<file path="src/rtl/fetch_stage.sv">
// Instruction fetch stage: owns the PC, drives the instruction memory
// request, and fills the IF/ID pipeline register. A one-entry holding
// buffer keeps a word that arrived while decode was stalled, so the
// memory is not asked for it a second time.
module fetch_stage #(
  parameter logic [31:0] RESET_PC = 32'h0000_0000
) (
  input  logic        clk,
  input  logic        rst_n,
  input  logic        Stall,
  input  logic        Branch,
  input  logic        Zero,
  input  logic        J,
  input  logic [31:0] BranchOffset,
  input  logic [25:0] JumpIndex,
  output logic        imem_req,
  output logic [31:0] imem_addr,
  input  logic [31:0] imem_rdata,
  input  logic        imem_ready,
  output logic [31:0] IFID_Instr,
  output logic [31:0] IFID_PC4,
  output logic        IFID_Valid,
  output logic [5:0]  OP
);

  typedef enum logic [1:0] {
    BOOT  = 2'd0,
    FETCH = 2'd1,
    HOLD  = 2'd2
  } fetchState_t;

  fetchState_t stateReg;
  logic [31:0] pcReg;
  logic [31:0] holdBufReg;
  logic [31:0] ifidInstrReg;
  logic [31:0] ifidPc4Reg;
  logic        ifidValidReg;
  logic        imemReqReg;

  logic        redirect;
  logic [31:0] jumpTarget;
  logic [31:0] branchTarget;
  logic [31:0] redirectTarget;
  logic [31:0] pcPlus4;

  // Redirect decode and target selection; a jump outranks a taken branch.
  always_comb begin
    redirect       = J | (Branch & Zero);
    jumpTarget     = {ifidPc4Reg[31:28], JumpIndex, 2'b00};
    branchTarget   = ifidPc4Reg + {BranchOffset[29:0], 2'b00};
    redirectTarget = J ? jumpTarget : branchTarget;
    pcPlus4        = pcReg + 32'd4;
  end

  // PC, IF/ID register, holding buffer and fetch FSM; the request output is
  // registered alongside the state so it is high exactly while in FETCH.
  always_ff @(posedge clk) begin
    if (!rst_n) begin
      stateReg     <= BOOT;
      pcReg        <= RESET_PC;
      holdBufReg   <= 32'd0;
      ifidInstrReg <= 32'd0;
      ifidPc4Reg   <= 32'd0;
      ifidValidReg <= 1'b0;
      imemReqReg   <= 1'b0;
    end else if (redirect) begin
      // Redirect wins over stall and memory readiness in every state.
      pcReg        <= redirectTarget;
      ifidValidReg <= 1'b0;
      holdBufReg   <= 32'd0;
      stateReg     <= FETCH;
      imemReqReg   <= 1'b1;
    end else begin
      case (stateReg)
        BOOT: begin
          stateReg   <= FETCH;
          imemReqReg <= 1'b1;
        end
        FETCH: begin
          if (imem_ready && !Stall) begin
            ifidInstrReg <= imem_rdata;
            ifidPc4Reg   <= pcPlus4;
            ifidValidReg <= 1'b1;
            pcReg        <= pcPlus4;
          end else if (imem_ready && Stall) begin
            // Park the word; decode cannot take it yet.
            holdBufReg <= imem_rdata;
            stateReg   <= HOLD;
            imemReqReg <= 1'b0;
          end else if (!Stall) begin
            // Memory not ready: insert a bubble, keep asking for the same PC.
            ifidValidReg <= 1'b0;
          end
        end
        HOLD: begin
          if (!Stall) begin
            ifidInstrReg <= holdBufReg;
            ifidPc4Reg   <= pcPlus4;
            ifidValidReg <= 1'b1;
            pcReg        <= pcPlus4;
            stateReg     <= FETCH;
            imemReqReg   <= 1'b1;
          end
        end
        default: begin
          stateReg   <= BOOT;
          imemReqReg <= 1'b0;
        end
      endcase
    end
  end

  assign imem_req   = imemReqReg;
  assign imem_addr  = {pcReg[31:2], 2'b00};
  assign IFID_Instr = ifidInstrReg;
  assign IFID_PC4   = ifidPc4Reg;
  assign IFID_Valid = ifidValidReg;
  assign OP         = ifidInstrReg[31:26];

endmodule

</file>
<file path="config.mk">
export PLATFORM = sky130hd
export DESIGN_NAME = fetch_stage
export DESIGN_NICKNAME = d
export VERILOG_FILES = /design/src/rtl/fetch_stage.sv
export SDC_FILE = /design/constraint.sdc
export NUM_CORES = 1
export LEC_CHECK = 0
export CAP_MARGIN = 20
export CORE_AREA = 2 2 134 136
export CTS_BUF_LIST = sky130_fd_sc_hd__clkbuf_8
export DETAILED_ROUTE_END_ITERATION = 7
export DIE_AREA = 0 0 136 138
export GPL_TIMING_DRIVEN = 0
export PLACE_DENSITY_LB_ADDON = 0.3
export SLEW_MARGIN = 5
export SYNTH_ARGS = -nofsm -noshare
export SYNTH_HDL_FRONTEND = slang
export SYNTH_SLANG_ARGS = --single-unit
</file>
<file path="constraint.sdc">
create_clock -name clk -period 2.68 [get_ports clk]
set_input_delay 0.536 -clock clk [delete_from_list [all_inputs] [get_ports clk]]
set_output_delay 0.536 -clock clk [all_outputs]
set_load 0.05 [all_outputs]
</file>
==> results of run 1 <==
## power by group
group	leakage [nW]	switching, mW	internal [mW]
clock network	0.186	0.893	0.754
registers	1.08	0.132	2.07
logic	3.06	1.01	0.652
total	4.33	2.04	3.48
## logic make-up after synthesis
group           count (synthesis)  synth area share, %
other cells                     1               0.0486
buf+inv                        81                 4.46
compound gates                286                 25.8
flops                         132                 34.3
mux                            35                 4.54
simple gates                  314                 18.2
xor+xnor                       60                 6.82
fa+ha+maj                      35                 5.78
## cell usage after synthesis, types with 7 or more instances
library cell / instances / share of area, %
o21ai_0: 45 / 2.9
mux2i_1: 35 / 4.5
buf_4: 10 / 0.97
o221ai_1: 10 / 1.1
clkbuf_1: 52 / 2.5
inv_1: 13 / 0.63
a21o_1: 14 / 1.4
nor2_1: 61 / 3.0
o211a_1: 41 / 5.3
a211oi_1: 28 / 2.7
xor2_1: 26 / 3.0
dfxtp_1: 132 / 34
xnor2_1: 34 / 3.9
a21oi_1: 91 / 5.9
nand3_1: 20 / 1.3
nand4_1: 19 / 1.5
a21boi_0: 7 / 0.68
ha_1: 34 / 5.5
nand2_1: 167 / 8.1
## registers in the layout, indices dropped and copies added, names as in the netlist
register    count
stateReg        2
holdBufReg     32
IFID_PC4       32
pcReg          32
IFID_Valid      1
imem_req        1
IFID_Instr     32
## final timing paths
| path | end | slack [ps] | depth (start not counted) |
|---|---|---|---|
| hold / removal | holdBufReg[31]$_SDFFE_PP0P_ | 460 | 2 |
| setup / recovery | pcReg[28]$_SDFFE_PN0P_ | 30 | 12 |
| hold reg to reg | holdBufReg[31]$_SDFFE_PP0P_ | 460 | 2 |
| setup reg to reg | pcReg[26]$_SDFFE_PN0P_ | 60 | 11 |
## metal layers
| layer | routed length, um | part of all wire (%) |
|---|---|---|
| met1 | 10400 | 41 |
| met2 | 12000 | 47 |
| met3 | 2290 | 9.1 |
| met4 | 606 | 2.4 |
| met5 | 0 | 0 |
## repair_timing
action / 4_1_cts / 5_1_grt
setup buffers: 4 / 5
endpoints found under the setup margin: 81 / 74
pin swaps: 15 / 18
resized for setup: 30 / 34
cloned: 0 / 0
## tightest hold or removal path: stages, from the launching register on
cell and delay [ps]:
dfxtp_1 310, nand2_1 50, a21oi_1 50
## stage by stage
step / utilization (%) / setup slack [ps]
3_3_place_gp: 56.7 / -928
5_1_grt: 60.7 / -60.3
6_report: 60.7 / 27.8
2_1_floorplan: - / 10.2
4_1_cts: 59.9 / -32.0
3_5_place_dp: 56.7 / -939
## layout by cell type, fill, tap and decap left out, drive strengths merged, types with 24 or more instances in the layout
cell	n
nand2	167
dfxtp	132
xor2	26
nor2	61
clkbuf	67
xnor2	34
clkdlybuf4s50	189
mux2i	35
ha	34
o211a	41
buf	24
a211oi	28
o21ai	45
a21oi	92
## area by class of cell
class | instances | area, um2 | area share [%]
Clock buffer | 17 | 234 | 2.20
Tap cell | 229 | 287 | 2.69
Timing Repair Buffer | 203 | 2020 | 19.0
Clock inverter | 15 | 144 | 1.35
Inverter | 14 | 52.6 | 0.494
Multi-Input combinational cell | 732 | 4960 | 46.6
Buffer | 65 | 297 | 2.78
Sequential cell | 132 | 2650 | 24.9
==> metrics, run 1 <==
Initial Util 44.0%; CP Max Fanout 7; outcome finished, final reports clean; R2R Path Start IFID_PC4[2]$_SDFFE_PN0P_; slowest CP cell clkdlybuf4s50_1; Critical Path, Cell by Cell clkdlybuf4s50_1 > ha_1 > buf_6 > o211ai_1 > o211ai_1 > a21oi_2 > nor3_4 > nor2_4 > buf_6 > o311ai_4 > xnor2_1 > a21oi_1; ANT cells 0; Post-DRT Antenna Nets 0; Period Utilization, post-route 99.0%; placed cells approximately 1400; largest net degree at the start of global routing 17; Synth Flop Type dfxtp_1; DP HPWL approximately 19000 um; Clk pin slew, worst setup/hold paths 80 ps; vias 7992; Layout area overhead 38.1%; CTS Hold Buffers Added 0; H-Tree Depth 4; post-route minimum period 2650 ps; Warnings, synthesis 0; GRT Max-Usage Layer met2; Post-synth EDFFs 0; min-delay src holdBufReg[31]$_SDFFE_PP0P_; Avg Cell Area, Syn 8.17 um2; TNS Setup 0 ps; clk sinks 132; Vias/cell 5.68; CP top delay family compound AO/OA/AOI/OAI gates; Starting DRT DRC Count approximately 670; Clock Skews 10.9 ps; Synth cell types between 60 and 70; critical path startpoint BranchOffset[5]; DIE WIDTH 136 um; first-pass GRT wire length around 39000 um; crit-path max cell delay 400 ps; Slew @ Worst Pin about 740 ps; GP Congestion ~0.92; WS Path Type input port to flip-flop; Nets 1297; total routed wirelength 25200 um; routing usage on met2 43.4%; crit start category input port; Synth Instances 944; Total GRT Usage a little over a quarter; placed inst area a little under 10000 um2; CTS Buf Count 17; PortBufs a little under 200; wire per inst 17.9 um; vias in the first global route 7569; power per standard cell area slightly above 500 nW/um2; Hold Crit Class flip-flop to flip-flop; sequential-to-total area share from yosys stat 34.3%; fraction of registers with async set or reset after synthesis 0%; Buf+Inv Stages, Crit Path 3; Final Max Slew Viols 0; maximum VDD drop 0.461 mV; max-cap violation count 0; initial antenna violation count 0; CTS Buffer Depth 2; Die Span Y 138 um; Seq cells post-synth 132; met1 GRT Util between 30% and 40%; Critical Path End Type flip-flop; hold_ws 457 ps; relative slew slack 50.9%; core area 17500 um2; total power 5.52 mW; clk_lat worst skew 460 ps; FILL cells 1597; root buf cell clkbuf_8; mapped cell area 7710 um2; Pre-antenna DRT Iters 7; total congestion overflow 0; Leak Pwr approximately 4.3 nW; GR Util met3 7.22%; I/O pins 201; Post-Layout Cell Count 1407; FP Rows 49; Hold Vio Cnt, Final 0; share of layout cells above drive strength 1 about 9.7%; DRC violations left 0; Final Instance Area ~11000 um2; setup violators final 0; CTS tree built; arrival time at the worst endpoint 2980 ps; Req. time, crit path 3010 ps; die area ~19000 um2; fmax 377 MHz
Note: power is estimated with default switching activity, not from simulation.
==> run 2: changes to the inputs <==
--- a/config.mk
+++ b/config.mk
@@ -5,6 +5,7 @@
 export SDC_FILE = /design/constraint.sdc
 export NUM_CORES = 1
 export LEC_CHECK = 0
+export ABC_CLOCK_PERIOD_IN_PS = 2680
 export CAP_MARGIN = 20
 export CORE_AREA = 2 2 134 136
 export CTS_BUF_LIST = sky130_fd_sc_hd__clkbuf_8
==> results of run 2 <==
Same layout as run 1: the final DEF is identical, and so are final timing and power.
